File: src/rtl/toy_pkg.sv
// Shared RISC_TOY definitions: datapath widths, opcode field values and the
// fetch-front-end state encoding.
package toy_pkg;

  localparam int TOY_AW = 30;
  localparam int TOY_DW = 32;

  localparam logic [4:0] OP_ADDI = 5'd0;
  localparam logic [4:0] OP_ANDI = 5'd1;
  localparam logic [4:0] OP_ORI  = 5'd2;
  localparam logic [4:0] OP_MOVI = 5'd3;
  localparam logic [4:0] OP_ADD  = 5'd4;
  localparam logic [4:0] OP_SUB  = 5'd5;
  localparam logic [4:0] OP_NEG  = 5'd6;
  localparam logic [4:0] OP_NOT  = 5'd7;
  localparam logic [4:0] OP_AND  = 5'd8;
  localparam logic [4:0] OP_OR   = 5'd9;
  localparam logic [4:0] OP_XOR  = 5'd10;
  localparam logic [4:0] OP_LSR  = 5'd11;
  localparam logic [4:0] OP_ASR  = 5'd12;
  localparam logic [4:0] OP_SHL  = 5'd13;
  localparam logic [4:0] OP_ROR  = 5'd14;
  localparam logic [4:0] OP_BR   = 5'd15;
  localparam logic [4:0] OP_BRL  = 5'd16;
  localparam logic [4:0] OP_J    = 5'd17;
  localparam logic [4:0] OP_JL   = 5'd18;
  localparam logic [4:0] OP_LD   = 5'd19;
  localparam logic [4:0] OP_ST   = 5'd20;
  localparam logic [4:0] OP_LDR  = 5'd21;
  localparam logic [4:0] OP_STR  = 5'd22;

  typedef enum logic [1:0] {
    S_BOOT = 2'd0,
    S_RUN  = 2'd1,
    S_HALT = 2'd2
  } state_t;

endpackage

File: src/rtl/toy_ifq_fifo.sv
// DEPTH-entry circular buffer holding {instruction, pc} pairs for the fetch
// queue; flush empties it in one cycle and wins over push/pop.
module toy_ifq_fifo #(
  parameter int DEPTH = 4,
  parameter int W     = 62
) (
  input  logic                       clk,
  input  logic                       rst,
  input  logic                       flush,
  input  logic                       push,
  input  logic [W-1:0]               push_data,
  input  logic                       pop,
  output logic [W-1:0]               head_data,
  output logic [$clog2(DEPTH+1)-1:0] count,
  output logic                       empty
);

  localparam int PW = $clog2(DEPTH);
  localparam int CW = $clog2(DEPTH+1);

  logic [W-1:0]  mem [DEPTH];
  logic [PW-1:0] head, tail;
  logic          pop_eff, full;

  assign empty   = (count == '0);
  assign full    = (count == CW'(DEPTH));
  assign pop_eff = pop && !empty;

  always_ff @(posedge clk or posedge rst) begin
    if (rst) begin
      head  <= '0;
      tail  <= '0;
      count <= '0;
    end else if (flush) begin
      head  <= '0;
      tail  <= '0;
      count <= '0;
    end else begin
      if (push)    tail <= tail + PW'(1);
      if (pop_eff) head <= head + PW'(1);
      count <= count + CW'(push) - CW'(pop_eff);
    end
  end

  // NOTE: storage is deliberately not reset; count alone says which slots are live.
  always_ff @(posedge clk) begin
    if (push && !flush) mem[tail] <= push_data;
  end

  // Zero when empty so the consumer never sees stale contents.
  assign head_data = empty ? '0 : mem[head];

  a_no_overflow : assert property (@(posedge clk) disable iff (rst)
    !(push && full && !pop && !flush));

endmodule

File: src/rtl/toy_ifetch_queue.sv
// Instruction-fetch front end: credit-limited sequential fetch, in-order
// queue, redirect flush with in-flight drop. Optional: TOY_IFQ_BYPASS_EN.
module toy_ifetch_queue
  import toy_pkg::*;
#(
  parameter int            DEPTH    = 4,
  parameter int            AW       = TOY_AW,
  parameter int            DW       = TOY_DW,
  parameter logic [AW-1:0] RESET_PC = '0
) (
  input  logic          CLK,
  input  logic          RST,
  input  logic          HALT,
  input  logic          REDIR,
  input  logic [AW-1:0] REDIR_ADDR,
  output logic          MREQ,
  output logic [AW-1:0] MADDR,
  input  logic          MGNT,
  input  logic          MRVALID,
  input  logic [DW-1:0] MRDATA,
  output logic          INSTR_VALID,
  output logic [DW-1:0] INSTR,
  output logic [AW-1:0] INSTR_PC,
  input  logic          INSTR_READY
);

  localparam int CW = $clog2(DEPTH+1);
  typedef logic [CW-1:0] cnt_t;

  state_t           state;
  logic [AW-1:0]    fpc, rpc;
  cnt_t             inflight, drop, count;
  logic             empty, issue, resp_keep, push, pop;
  logic [DW+AW-1:0] head_data;
  logic [CW:0]      credit_used;

  // Queued plus outstanding fetches may never exceed DEPTH, so a response
  // always finds a free slot.
  assign credit_used = {1'b0, count} + {1'b0, inflight};
  assign MREQ        = (state == S_RUN) && !REDIR && (credit_used < (CW+1)'(DEPTH));
  assign MADDR       = fpc;
  assign issue       = MREQ && MGNT;
  assign resp_keep   = MRVALID && !REDIR && (drop == '0);
  assign pop         = !empty && INSTR_READY && !REDIR;

`ifdef TOY_IFQ_BYPASS_EN
  logic bypass;
  assign bypass      = empty && resp_keep;
  assign push        = resp_keep && !(bypass && INSTR_READY);
  assign INSTR_VALID = !empty || bypass;
  assign INSTR       = bypass ? MRDATA : head_data[DW+AW-1:AW];
  assign INSTR_PC    = bypass ? rpc    : head_data[AW-1:0];
`else
  assign push        = resp_keep;
  assign INSTR_VALID = !empty;
  assign INSTR       = head_data[DW+AW-1:AW];
  assign INSTR_PC    = head_data[AW-1:0];
`endif

  toy_ifq_fifo #(
    .DEPTH (DEPTH),
    .W     (DW + AW)
  ) u_fifo (
    .clk       (CLK),
    .rst       (RST),
    .flush     (REDIR),
    .push      (push),
    .push_data ({MRDATA, rpc}),
    .pop       (pop),
    .head_data (head_data),
    .count     (count),
    .empty     (empty)
  );

  // NOTE: every register here is updated with <= so all of them see the
  // pre-edge values of each other, exactly as the hardware does.
  always_ff @(posedge CLK or posedge RST) begin
    if (RST) begin
      state    <= S_BOOT;
      fpc      <= RESET_PC;
      rpc      <= RESET_PC;
      inflight <= '0;
      drop     <= '0;
    end else begin
      case (state)
        S_BOOT:  state <= HALT ? S_HALT : S_RUN;
        S_RUN:   if (HALT)  state <= S_HALT;
        S_HALT:  if (!HALT) state <= S_RUN;
        default: state <= S_BOOT;
      endcase

      inflight <= inflight + cnt_t'(issue) - cnt_t'(MRVALID);

      if (REDIR) begin
        // Everything still outstanding after this edge belongs to the old path.
        fpc  <= REDIR_ADDR;
        rpc  <= REDIR_ADDR;
        drop <= inflight - cnt_t'(MRVALID);
      end else begin
        if (issue) fpc <= fpc + AW'(1);
        if (MRVALID) begin
          if (drop != '0) drop <= drop - cnt_t'(1);
          else            rpc  <= rpc + AW'(1);
        end
      end
    end
  end

endmodule

File: config.mk
export PLATFORM = sky130hd
export DESIGN_NAME = toy_ifetch_queue
export DESIGN_NICKNAME = d
export VERILOG_FILES = /design/src/rtl/toy_pkg.sv /design/src/rtl/toy_ifq_fifo.sv /design/src/rtl/toy_ifetch_queue.sv
export SDC_FILE = /design/constraint.sdc
export NUM_CORES = 1
export LEC_CHECK = 0
export BUFFER_PORTS_ARGS = -buffer_cell sky130_fd_sc_hd__clkbuf_2
export CELL_PAD_IN_SITES_DETAIL_PLACEMENT = 0
export CELL_PAD_IN_SITES_GLOBAL_PLACEMENT = 2
export CORE_MARGIN = 1
export CORE_UTILIZATION = 45
export DETAILED_ROUTE_END_ITERATION = 7
export PLACE_DENSITY = 0.85
export SETUP_SLACK_MARGIN = 0.05
export SLEW_MARGIN = 40
export SYNTH_ARGS = -nofsm -noshare
export SYNTH_HDL_FRONTEND = slang
export SYNTH_SLANG_ARGS = --single-unit
export TNS_END_PERCENT = 1
File: constraint.sdc
create_clock -name CLK -period 8.9 [get_ports CLK]
set_input_delay 2.225 -clock CLK [delete_from_list [all_inputs] [get_ports CLK]]
set_output_delay 2.225 -clock CLK [all_outputs]
set_load 0.01 [all_outputs]
# Yosys cells after proc, flatten, opt, wreduce, memory -nomap -nowiden
# Memory sizes are Yosys's and may differ from the RTL's.
# Index checks and enable logic that the tools add are counted.
# Widths: inputs -> output; s select.
# totals
romBits	0
ram_bits	248
n_memories	1
ff_bits	75
latch_bits	0
out_inout_bits	94
# mem_list
name	depth	width	read_ports	rd_clocked_by_memory_dff	write_ports	line	source
u_fifo.mem	4	62	1	0	1	toy_ifq_fifo.sv:21	logic [W-1:0] mem [DEPTH];
# op_classes
order_cmp	1
n_eq_ne	5
n_mul	0
n_mux	20
n_addsub	11
shift	0
div	0
n_reduce_logical	23
bitwise	0
# op_table
cell	count
$mux 30	5
$mux 62	1
$add 30x1->30 const B	2
$mux 2	7
$mux 3	4
$reduce_bool 2->1	5
$logic_and 1x1->1	9
$sub 3x1->3	3
$add 3x1->3	2
$logic_not 3->1	2
$ne 2x2->1 const B	3
$pmux 2 s3	1
$reduce_and 2->1	3
$add 2x1->2 const B	2
$add 3x3->4	1
$lt 4x3->1 const B	1
$reduce_bool 3->1	1
$sub 3x1->3 const B	1
$eq 2x1->1 const B	1
$eq 2x2->1 const B	1
$logic_not 1->1	2
$logic_not 2->1	1
$mux 1	2

# Depth between registers and ports, before layout
# Gate-level depths: netlist of run 1.
# logic_depth
depth_word	7
ltp_mapped	12

# By module
# From an unflattened synthesis of run 1, not the netlist that was laid out.
# hier_totals
cells_unflattened	871
area_unflattened_um2	13877.1
# by_module_without_submodules
mod	seq_area_each_um2	area_per_inst_um2	cells_per_inst	n_inst
toy_ifq_fifo	7622.3	9869.5	437	1
toy_ifetch_queue	1701.6	4007.6	434	1

# Worst setup path before layout of run 1
# OpenSTA, ideal clock, no wires.
# synth_timing
kind	input port to output port
start	in REDIR
end	out MREQ
setup_slack_ns	3.968
t_arrival_ns	2.707
t_required_ns	6.675
path_stages	2
path_cell_list	nor4b_1 > and3_1
# synth_via
elab_chain_cells	3
# synth_rtl
element	line	source
from (decl)	toy_ifetch_queue.sv:14	input logic REDIR,
$logic_not 1->1	toy_ifetch_queue.sv:40	assign MREQ = (state == S_RUN) && !REDIR && (credit_used < (CW+1)'(DEPTH));
$logic_and 1x1->1 (2 in a row)	toy_ifetch_queue.sv:40	
to (decl)	toy_ifetch_queue.sv:16	output logic MREQ,
# No other way between the ends.

# Worst setup path in the final report of run 1
# Ends and elaborated chain as after synthesis.

==> results.toml, run 1 <==
[setup_path]
worst_path_largest_cell_delay_ns = 0.34
timing.critical_path.slowest_stage_cell = "sky130_fd_sc_hd__nor4b_1"
critical_path.max_fanout = 59
path_cells = "clkbuf_2 > buf_4 > nor4b_1 > and3_1 > clkbuf_2"
start_kind = "input pin"
path_class = "input pin to output pin"
worst_ep_required_time_ns = 6.68
crit_path_frequent_cell = "sky130_fd_sc_hd__clkbuf_2"
endpoint_class_of_the_critical_path = "output pin"
cp.arrival_ns = 3.28

[floorplan]
floorplan.die_area_um2 = 31120
die_width_um = 176.4
floorplan.core_area_um2 = 29800
rows = 63
initial_utilization = 0.4594
dieHeight_um = 176.4
io-pin-count = 163

[routing]
antenna_left = 0
post-route-drc-count = 0
routed-wl-met3_um = 1494
wl_met2_um = 13170
first_iter_violations = 557
detailedRoute.firstPassIterationCount = 5
drt-wirelength-per-cell_um = 19.45
wirelength_um = 28160
met1_length_um = 13010
dr_vias_cell = 5.403
top_layer = "met4"
num_vias = 7824

[power]
power.static_leakage_uw = 0.005790
cellPowerDensity_nw_per_um2 = 253.8
irDropWorstVdd_mv = 0.1390

[final_layout]
synthToLayoutAreaGrowth_pct = 16.90
fillerInstances = 2486
drive_above_1_share = 0.2883
area.sequential_um2 = 9329
nNetsFinal = 1121
antenna-diode-count = 0
multi_input_comb_area_um2 = 4130
final-instance-count-excl-fill = 1448

[synthesis]
syn-cell-area_um2 = 13690
post_synth_num_cell_types = 48
yosys_register_bits = 323
edff_count_synth = 248
synth.yosys.seq_area_share = 0.6811
syn-instance-count = 864
postSynthNetCount = 951
asyncSetResetFlopFracSynth = 0.2322
synth_ff_type = "sky130_fd_sc_hd__edfxtp_1"
synth.avg_cell_area_um2 = 15.84
ys_warn_count = 0

[clock_tree]
cts_hold_repair.buffers = 0
cts-root-buf = "sky130_fd_sc_hd__clkbuf_16"
clock_path_buffers = 3
tritoncts = "yes"
cts_buffers = 34
clock_sinks = 323
clkTransAtPathRegs_ns = 0.06
cts.repair_timing.setup_buffer_count = 0
cts-resized-gates = 0
h-tree-depth = 2
clk_latency_ns = 0.50

[sta]
post-route-period-util = 0.6186
relSlewSlack = 0.4870
clock_period_minus_final_worst_setup_slack_ns = 5.505
setup_slack_ns = 3.395
final-setup-viol-count = 0
timing.fmax_mhz = 181.6
grt_setup_unrepaired = "false"
drv_slew = 0
worst_slew_pin_slew_ns = 0.7625
setup_total_negative_slack_ns = 0
skew_ns = 0.01055
timing.final.hold_violations = 0

[grt]
grt_antenna_before_repair = 0
grt_overflow_total = 0
global_route.usage.total = 0.1874
grt_max_degree = 76
grt_first_pass_wirelength_um = 44730
grt_pass1_vias = 8075

[place]
place_ws_ns = 3.371
dp_hpwl_um = 17340
port_buffers = 162
gp_congestion = 0.8089
dp_cells = 1388

[run_status]
run_status = "complete, no violations"

[hold_path]
timing.hold.worst.class = "flop to flop"

[run]
maxCapViolations = 0
registers in the layout, summed over array words and instances (netlist names):
| signal | cells |
|---|---|
| u_fifo.mem | 248 |
| rpc | 30 |
| drop | 3 |
| MADDR | 30 |
| u_fifo.count | 3 |
| u_fifo.tail | 2 |
| state | 2 |
| u_fifo.head | 2 |
| inflight | 3 |
final timing paths:
check	from	endpoint	slack, ns	cells past startpoint
setup / recovery	REDIR	MREQ	3.39	5
hold / removal	state[0]$_DFFE_PP0P_	state[0]$_DFFE_PP0P_	0.47	1
setup reg to reg	inflight[2]$_DFF_PP0_	inflight[2]$_DFF_PP0_	5.84	12
hold reg to reg	state[0]$_DFFE_PP0P_	state[0]$_DFFE_PP0P_	0.47	1
max in group asynchronous	RST	u_fifo.head[0]$_DFFE_PP0P_	6.48	3
min in group asynchronous	RST	state[0]$_DFFE_PP0P_	1.87	3
metrics by stage:
| step | hold WS [ns] | cell area, um^2 | utilization | total power (uW) |
|---|---|---|---|---|
| finish | 0.4674 | 16000 | 0.5371 | 4062 |
| global route | 0.5106 | 16000 | 0.5371 | 4269 |
| CTS | 0.4677 | 16000 | 0.5371 | 4125 |
| detailed placement | 0.4599 | 14950 | 0.5018 | 2783 |
| global placement | 0.4483 | 14930 | 0.5010 | 2770 |
| floorplan | 0.4251 | 13690 | - | 2457 |
synthesized netlist by cell type (all sizes together) (3+ instances only):
master	count	area (um^2)
o21ai	32	160.1
nand4	28	175.2
nor4	13	117.6
o311ai	5	43.79
dfrtp	75	1877
nand3	35	180.2
nand2b	6	45.04
or3	4	25.02
and4	5	43.79
and3	8	50.05
nor2	29	108.9
xor2	21	183.9
ha	16	200.2
mux4	62	1396
nor3	8	40.04
clkbuf	26	97.59
nand2	50	187.7
o211ai	5	37.54
edfxtp	248	7447
a21boi	12	90.09
mux2	8	90.09
a21oi	11	55.05
inv	22	82.58
nand3b	3	22.52
buf	14	65.06
and2	70	437.9
a31oi	3	18.77
mux2i	3	30.03
xnor2	27	236.5
critical path: cells and delay by family:
kind | cells | cell delay [ns]
simple gates | 2 | 0.55
buf+inv | 3 | 0.50
cells in the final DEF (no fill, tap or decap), drive strengths merged, types with 2 or more instances in the layout:
| cell | netlist | final |
|---|---|---|
| o311ai | 5 | 5 |
| mux2i | 3 | 3 |
| mux4 | 62 | 62 |
| o211ai | 5 | 5 |
| and2 | 70 | 70 |
| xnor2 | 27 | 27 |
| dfrtp | 75 | 75 |
| mux2 | 8 | 8 |
| or3 | 4 | 4 |
| nand2 | 50 | 50 |
| nor2 | 29 | 29 |
| nor3 | 8 | 8 |
| clkbuf | 26 | 206 |
| a21boi | 12 | 12 |
| nand4 | 28 | 28 |
| inv | 22 | 23 |
| a311oi | 2 | 2 |
| a31oi | 3 | 3 |
| and4 | 5 | 5 |
| clkinvlp | 0 | 2 |
| a21oi | 11 | 11 |
| a41oi | 2 | 2 |
| and3 | 8 | 8 |
| o21ai | 32 | 32 |
| buf | 14 | 12 |
| clkinv | 0 | 11 |
| ha | 16 | 16 |
| edfxtp | 248 | 248 |
| nand3 | 35 | 35 |
| nand3b | 3 | 3 |
| nand2b | 6 | 6 |
| nor4 | 13 | 13 |
| fa | 2 | 2 |
| bufinv | 0 | 2 |
| xor2 | 21 | 21 |
layer usage:
layer	vias up	GRT usage
li1	3648	-
met1	3909	0.2707
met5	-	0
met2	227	0.2992
met4	0	0.04131
met3	40	0.03187
layout make-up:
type	instances	area share
clock buffer	44	0.05747
clock inverter	16	0.008131
inverter	22	0.005160
multi-input combinational	479	0.2581
sequential	323	0.5830
tap	390	0.03049
timing repair buffer	174	0.05770
kinds of logic (layout without fill, tap and decap cells):
kind of cell / after synthesis / count (layout) / share of synthesized area
muxes: 73 / 73 / 0.1108
DFF: 323 / 323 / 0.6811
AOI/OAI and AO/OA: 75 / 75 / 0.03391
and+or+nand+nor: 265 / 265 / 0.1080
adders and majority gates: 18 / 18 / 0.01755
xor gates and xnor gates: 48 / 48 / 0.03071
buffers and inverters: 62 / 256 / 0.01791
report_power, final:
group	internal [uW]	total [uW]	switching [uW]
Clock	787	1330	547
Combinational	431	881	450
Sequential	1730	1850	122
Power figures use the tool's default switching activity.
==> run 2: changes to the inputs <==
Settings changed: CORE_UTILIZATION 45 to 42, PLACE_DENSITY 0.85 to 0.8.
Clock period 8.9 ns to 5.4 ns, I/O delays scaled along.
==> results.toml, run 2 (same netlist as run 1, synthesis figures left out) <==
[grt]
grt_pass1_vias = 7975
grt_antenna_before_repair = 0
grt_max_degree = 66
grt_first_pass_wirelength_um = 45660
grt_overflow_total = 0
global_route.usage.total = 0.1784

[clock_tree]
cts_hold_repair.buffers = 0
clock_sinks = 323
cts.repair_timing.setup_buffer_count = 0
clkTransAtPathRegs_ns = 0.06
tritoncts = "yes"
cts-resized-gates = 0
clk_latency_ns = 0.50
cts_buffers = 34
cts-root-buf = "sky130_fd_sc_hd__clkbuf_16"
h-tree-depth = 2
clock_path_buffers = 3

[routing]
dr_vias_cell = 5.218
post-route-drc-count = 0
num_vias = 7811
antenna_left = 0
wirelength_um = 28730
detailedRoute.firstPassIterationCount = 5
drt-wirelength-per-cell_um = 19.19
first_iter_violations = 404

[sta]
drv_slew = 0
post-route-period-util = 0.7367
timing.final.hold_violations = 0
timing.fmax_mhz = 251.4
relSlewSlack = 0.4680
clock_period_minus_final_worst_setup_slack_ns = 3.978
worst_slew_pin_slew_ns = 0.7907
final-setup-viol-count = 0
setup_total_negative_slack_ns = 0
grt_setup_unrepaired = "false"
skew_ns = 0.01663

[final_layout]
synthToLayoutAreaGrowth_pct = 17.58
area.sequential_um2 = 9329
mostFrequentLayoutCell = "sky130_fd_sc_hd__edfxtp_1"
drive_above_1_share = 0.2891
final_cell_area_um2 = 16100
multi_input_comb_area_um2 = 4140
most-common-layout-cells = "sky130_fd_sc_hd__edfxtp_1 (248), sky130_fd_sc_hd__clkbuf_2 (162), sky130_fd_sc_hd__dfrtp_1 (73)"
fillerInstances = 2662
registers.top_by_ff_count = "u_fifo.mem"
antenna-diode-count = 0
nNetsFinal = 1125
flip_flop_count_of_the_largest_register_after_layout = 248

[power]
power.static_leakage_uw = 0.005804
cellPowerDensity_nw_per_um2 = 416.1
irDropWorstVdd_mv = 0.2040

[setup_path]
path_class = "flop to output pin"
rrSetupSlack_ns = 2.57
critical_path.max_fanout = 33
worst_ep_required_time_ns = 4.05
endpoint_class_of_the_critical_path = "output pin"
start_kind = "flop"
cp.arrival_ns = 2.63

[place]
gp_congestion = 0.7704
port_buffers = 162
detailed_place.area_um2 = 15050
dp_hpwl_um = 18800

[run_status]
run_status = "complete, no violations"

[hold_path]
timing.hold.worst.class = "flop to flop"

[floorplan]
die_width_um = 182.5
rows = 65
io-pin-count = 163
floorplan.die_area_um2 = 33320
floorplan.core_area_um2 = 31800
dieHeight_um = 182.5
initial_utilization = 0.4305

[run]
maxCapViolations = 0
-- run 2: final timing paths --
check	startpoint	end	depth (start not counted)
max in group asynchronous	RST	rpc[27]$_DFFE_PP0P_	3
setup reg to reg	inflight[2]$_DFF_PP0_	inflight[2]$_DFF_PP0_	12
hold reg to reg	state[0]$_DFFE_PP0P_	state[0]$_DFFE_PP0P_	1
hold / removal	state[0]$_DFFE_PP0P_	state[0]$_DFFE_PP0P_	1
setup / recovery	u_fifo.head[0]$_DFFE_PP0P_	INSTR_PC[10]	4
min in group asynchronous	RST	inflight[2]$_DFF_PP0_	2
-- run 2: metal layers --
metal,vias up,GRT usage,share of wire
li1,3660,-,-
met1,3895,0.2653,0.48
met2,213,0.2788,0.46
met3,43,0.02514,0.047
met4,0,0.04067,0.017
met5,-,0,0
-- run 2: critical path, stage by stage (launching register included) --
cell and delay, ns:
sky130_fd_sc_hd__dfrtp_4 0.88, sky130_fd_sc_hd__buf_12 0.36, sky130_fd_sc_hd__mux4_2 0.55, sky130_fd_sc_hd__and2_1 0.19
sky130_fd_sc_hd__clkbuf_2 0.13
-- run 2: area by class of cell --
cell class,count,area share
Sequential cell,323,0.5796
Multi-Input combinational cell,479,0.2572
Timing Repair Buffer,178,0.05939
Clock buffer,44,0.05651
Tap cell,435,0.03382
Clock inverter,16,0.008240
Inverter,22,0.005208
-- run 2: report_power, final --
part | internal [uW] | switching, uW | total, uW
sequential | 2840 | 223 | 3070
combinational | 720 | 730 | 1450
clock | 1290 | 896 | 2180
total | 4850 | 1850 | 6700
-- run 2: per-stage QoR --
step | utilization | setup WS, ns | power [uW] | hold WS, ns | std cells
4_1_cts | 0.5060 | 1.334 | 6798 | 0.4809 | 1497
6_report | 0.5062 | 1.422 | 6698 | 0.4784 | 1497
3_3_place_gp | 0.4729 | 1.551 | 4584 | 0.4648 | 1437
2_1_floorplan | - | 1.696 | 4049 | 0.4251 | 864
5_1_grt | 0.5062 | 1.261 | 7042 | 0.5315 | 1497
3_5_place_dp | 0.4733 | 1.459 | 4611 | 0.4618 | 1437
==> run 3: changes to the inputs <==
Settings changed: CORE_UTILIZATION 42 to 38, PLACE_DENSITY 0.8 to 0.77.
Clock period 5.4 ns to 3.4 ns, I/O delays scaled along.
==> results.toml, run 3 (same netlist as run 1, synthesis figures left out) <==
[grt]
grt_overflow_total = 0
grt_antenna_before_repair = 0
grt_pass1_vias = 8105
grt_max_degree = 65
grt_first_pass_wirelength_um = 46850
global_route.usage.total = 0.1675

[sta]
holdWs_ns = 0.4219
final-setup-viol-count = 0
skew_ns = 0.02290
drv_slew = 0
relSlewSlack = 0.5711
post-route-period-util = 0.9234
worst_slew_pin_slew_ns = 0.6424
timing.fmax_mhz = 318.5
setup_slack_ns = 0.2605
clock_period_minus_final_worst_setup_slack_ns = 3.140
timing.final.hold_violations = 0
setup_total_negative_slack_ns = 0
grt_setup_unrepaired = "false"

[place]
dp_cells = 1466
port_buffers = 162
place_ws_ns = 0.5536
detailed_place.area_um2 = 15180
gp_congestion = 0.7908
dp_hpwl_um = 18820

[routing]
drt-wirelength-per-cell_um = 19.57
wirelength_um = 29970
num_vias = 8022
detailedRoute.firstPassIterationCount = 5
first_iter_violations = 477
dr_vias_cell = 5.240
antenna_left = 0
post-route-drc-count = 0

[power]
relative_contribution_of_the_clock_network_to_total_power = 0.339
comb_power_share = 0.224
seqPwrFrac = 0.438
power.static_leakage_uw = 0.005888
design_internal_power_uw = 7938
irDropWorstVdd_mv = 0.5857
p_switching_uw = 3053
switching_share_of_power = 0.2778
cellPowerDensity_nw_per_um2 = 673.3

[floorplan]
floorplan.core_area_um2 = 35480
initial_utilization = 0.3858
io-pin-count = 163
dieHeight_um = 191.8
floorplan.die_area_um2 = 36790
die_width_um = 191.8
rows = 69

[setup_path]
cp.arrival_ns = 2.29
rrSetupSlack_ns = 0.80
critical_path.max_fanout = 19
endpoint_class_of_the_critical_path = "output pin"
path_class = "flop to output pin"
worst_ep_required_time_ns = 2.55
start_kind = "flop"

[clock_tree]
clock_path_buffers = 3
h-tree-depth = 2
clkTransAtPathRegs_ns = 0.06
cts.repair_timing.setup_buffer_count = 0
tritoncts = "yes"
clock_sinks = 323
clk_latency_ns = 0.51
cts_hold_repair.buffers = 0
cts-root-buf = "sky130_fd_sc_hd__clkbuf_16"
cts-resized-gates = 0
cts_buffers = 37

[final_layout]
final_cell_area_um2 = 16320
most-common-layout-cells = "sky130_fd_sc_hd__edfxtp_1 (248), sky130_fd_sc_hd__clkbuf_2 (162), sky130_fd_sc_hd__dfrtp_1 (73)"
antenna-diode-count = 0
fillerInstances = 3154
drive_above_1_share = 0.2944
final-instance-count-excl-fill = 1531
flip_flop_count_of_the_largest_register_after_layout = 248
area.sequential_um2 = 9329
synthToLayoutAreaGrowth_pct = 19.25
registers.top_by_ff_count = "u_fifo.mem"
nNetsFinal = 1131
multi_input_comb_area_um2 = 4126
mostFrequentLayoutCell = "sky130_fd_sc_hd__edfxtp_1"

[run_status]
run_status = "complete, no violations"

[hold_path]
timing.hold.worst.class = "input pin to async pin"

[run]
maxCapViolations = 0
-- run 3: cell count changes in the layout (fill, tap and decap cells not counted), sizes merged --
cell      change
clkinv        -1
buf           +3
clkinvlp      +1
clkbuf        +5
-- run 3: cell type report --
class,instances,area share
Inverter,22,0.005059
Timing Repair Buffer,181,0.06530
Tap cell,461,0.03533
Clock buffer,49,0.06139
Clock inverter,16,0.008661
Sequential cell,323,0.5715
Multi-Input combinational cell,479,0.2528
-- run 3: worst paths after layout --
check	from	to	cells after the start
worst max-delay path	u_fifo.head[0]$_DFFE_PP0P_	INSTR_PC[10]	4
worst min-delay path	RST	state[1]$_DFFE_PP0P_	2
worst max register to register	inflight[2]$_DFF_PP0_	inflight[2]$_DFF_PP0_	11
worst min register to register	state[0]$_DFFE_PP0P_	state[0]$_DFFE_PP0P_	1
max in group asynchronous	RST	rpc[19]$_DFFE_PP0P_	3
min in group CLK	state[0]$_DFFE_PP0P_	state[0]$_DFFE_PP0P_	1
-- run 3: power by group through the flow --
stage / clock network, uW / registers (uW) / logic (uW)
4_1_cts: 3830 / 4820 / 2540
5_1_grt: 3980 / 4860 / 2740
3_3_place_gp: 0 / 4890 / 2520
6_report: 3720 / 4810 / 2460
3_5_place_dp: 0 / 4900 / 2530
2_1_floorplan: 0 / 4770 / 1660
-- run 3: metrics by stage --
step	total power, uW	utilization
floorplan	6430	-
global placement	7409	0.4278
detailed placement	7427	0.4278
CTS	11190	0.4601
global route	11580	0.4601
finish	10990	0.4601
-- run 3: worst max-delay path: stages (launching register included) --
cell and delay (ns):
sky130_fd_sc_hd__dfrtp_4 0.67, sky130_fd_sc_hd__buf_12 0.25, sky130_fd_sc_hd__mux4_2 0.52, sky130_fd_sc_hd__and2_1 0.19, sky130_fd_sc_hd__clkbuf_2 0.13
-- run 3: routing by layer --
layer	up-vias	global-route usage	part of all wire
met1	4087	0.2422	0.47
met2	227	0.2651	0.47
met3	41	0.02613	0.051
li1	3667	-	-
met5	-	0	0
met4	0	0.03999	0.015
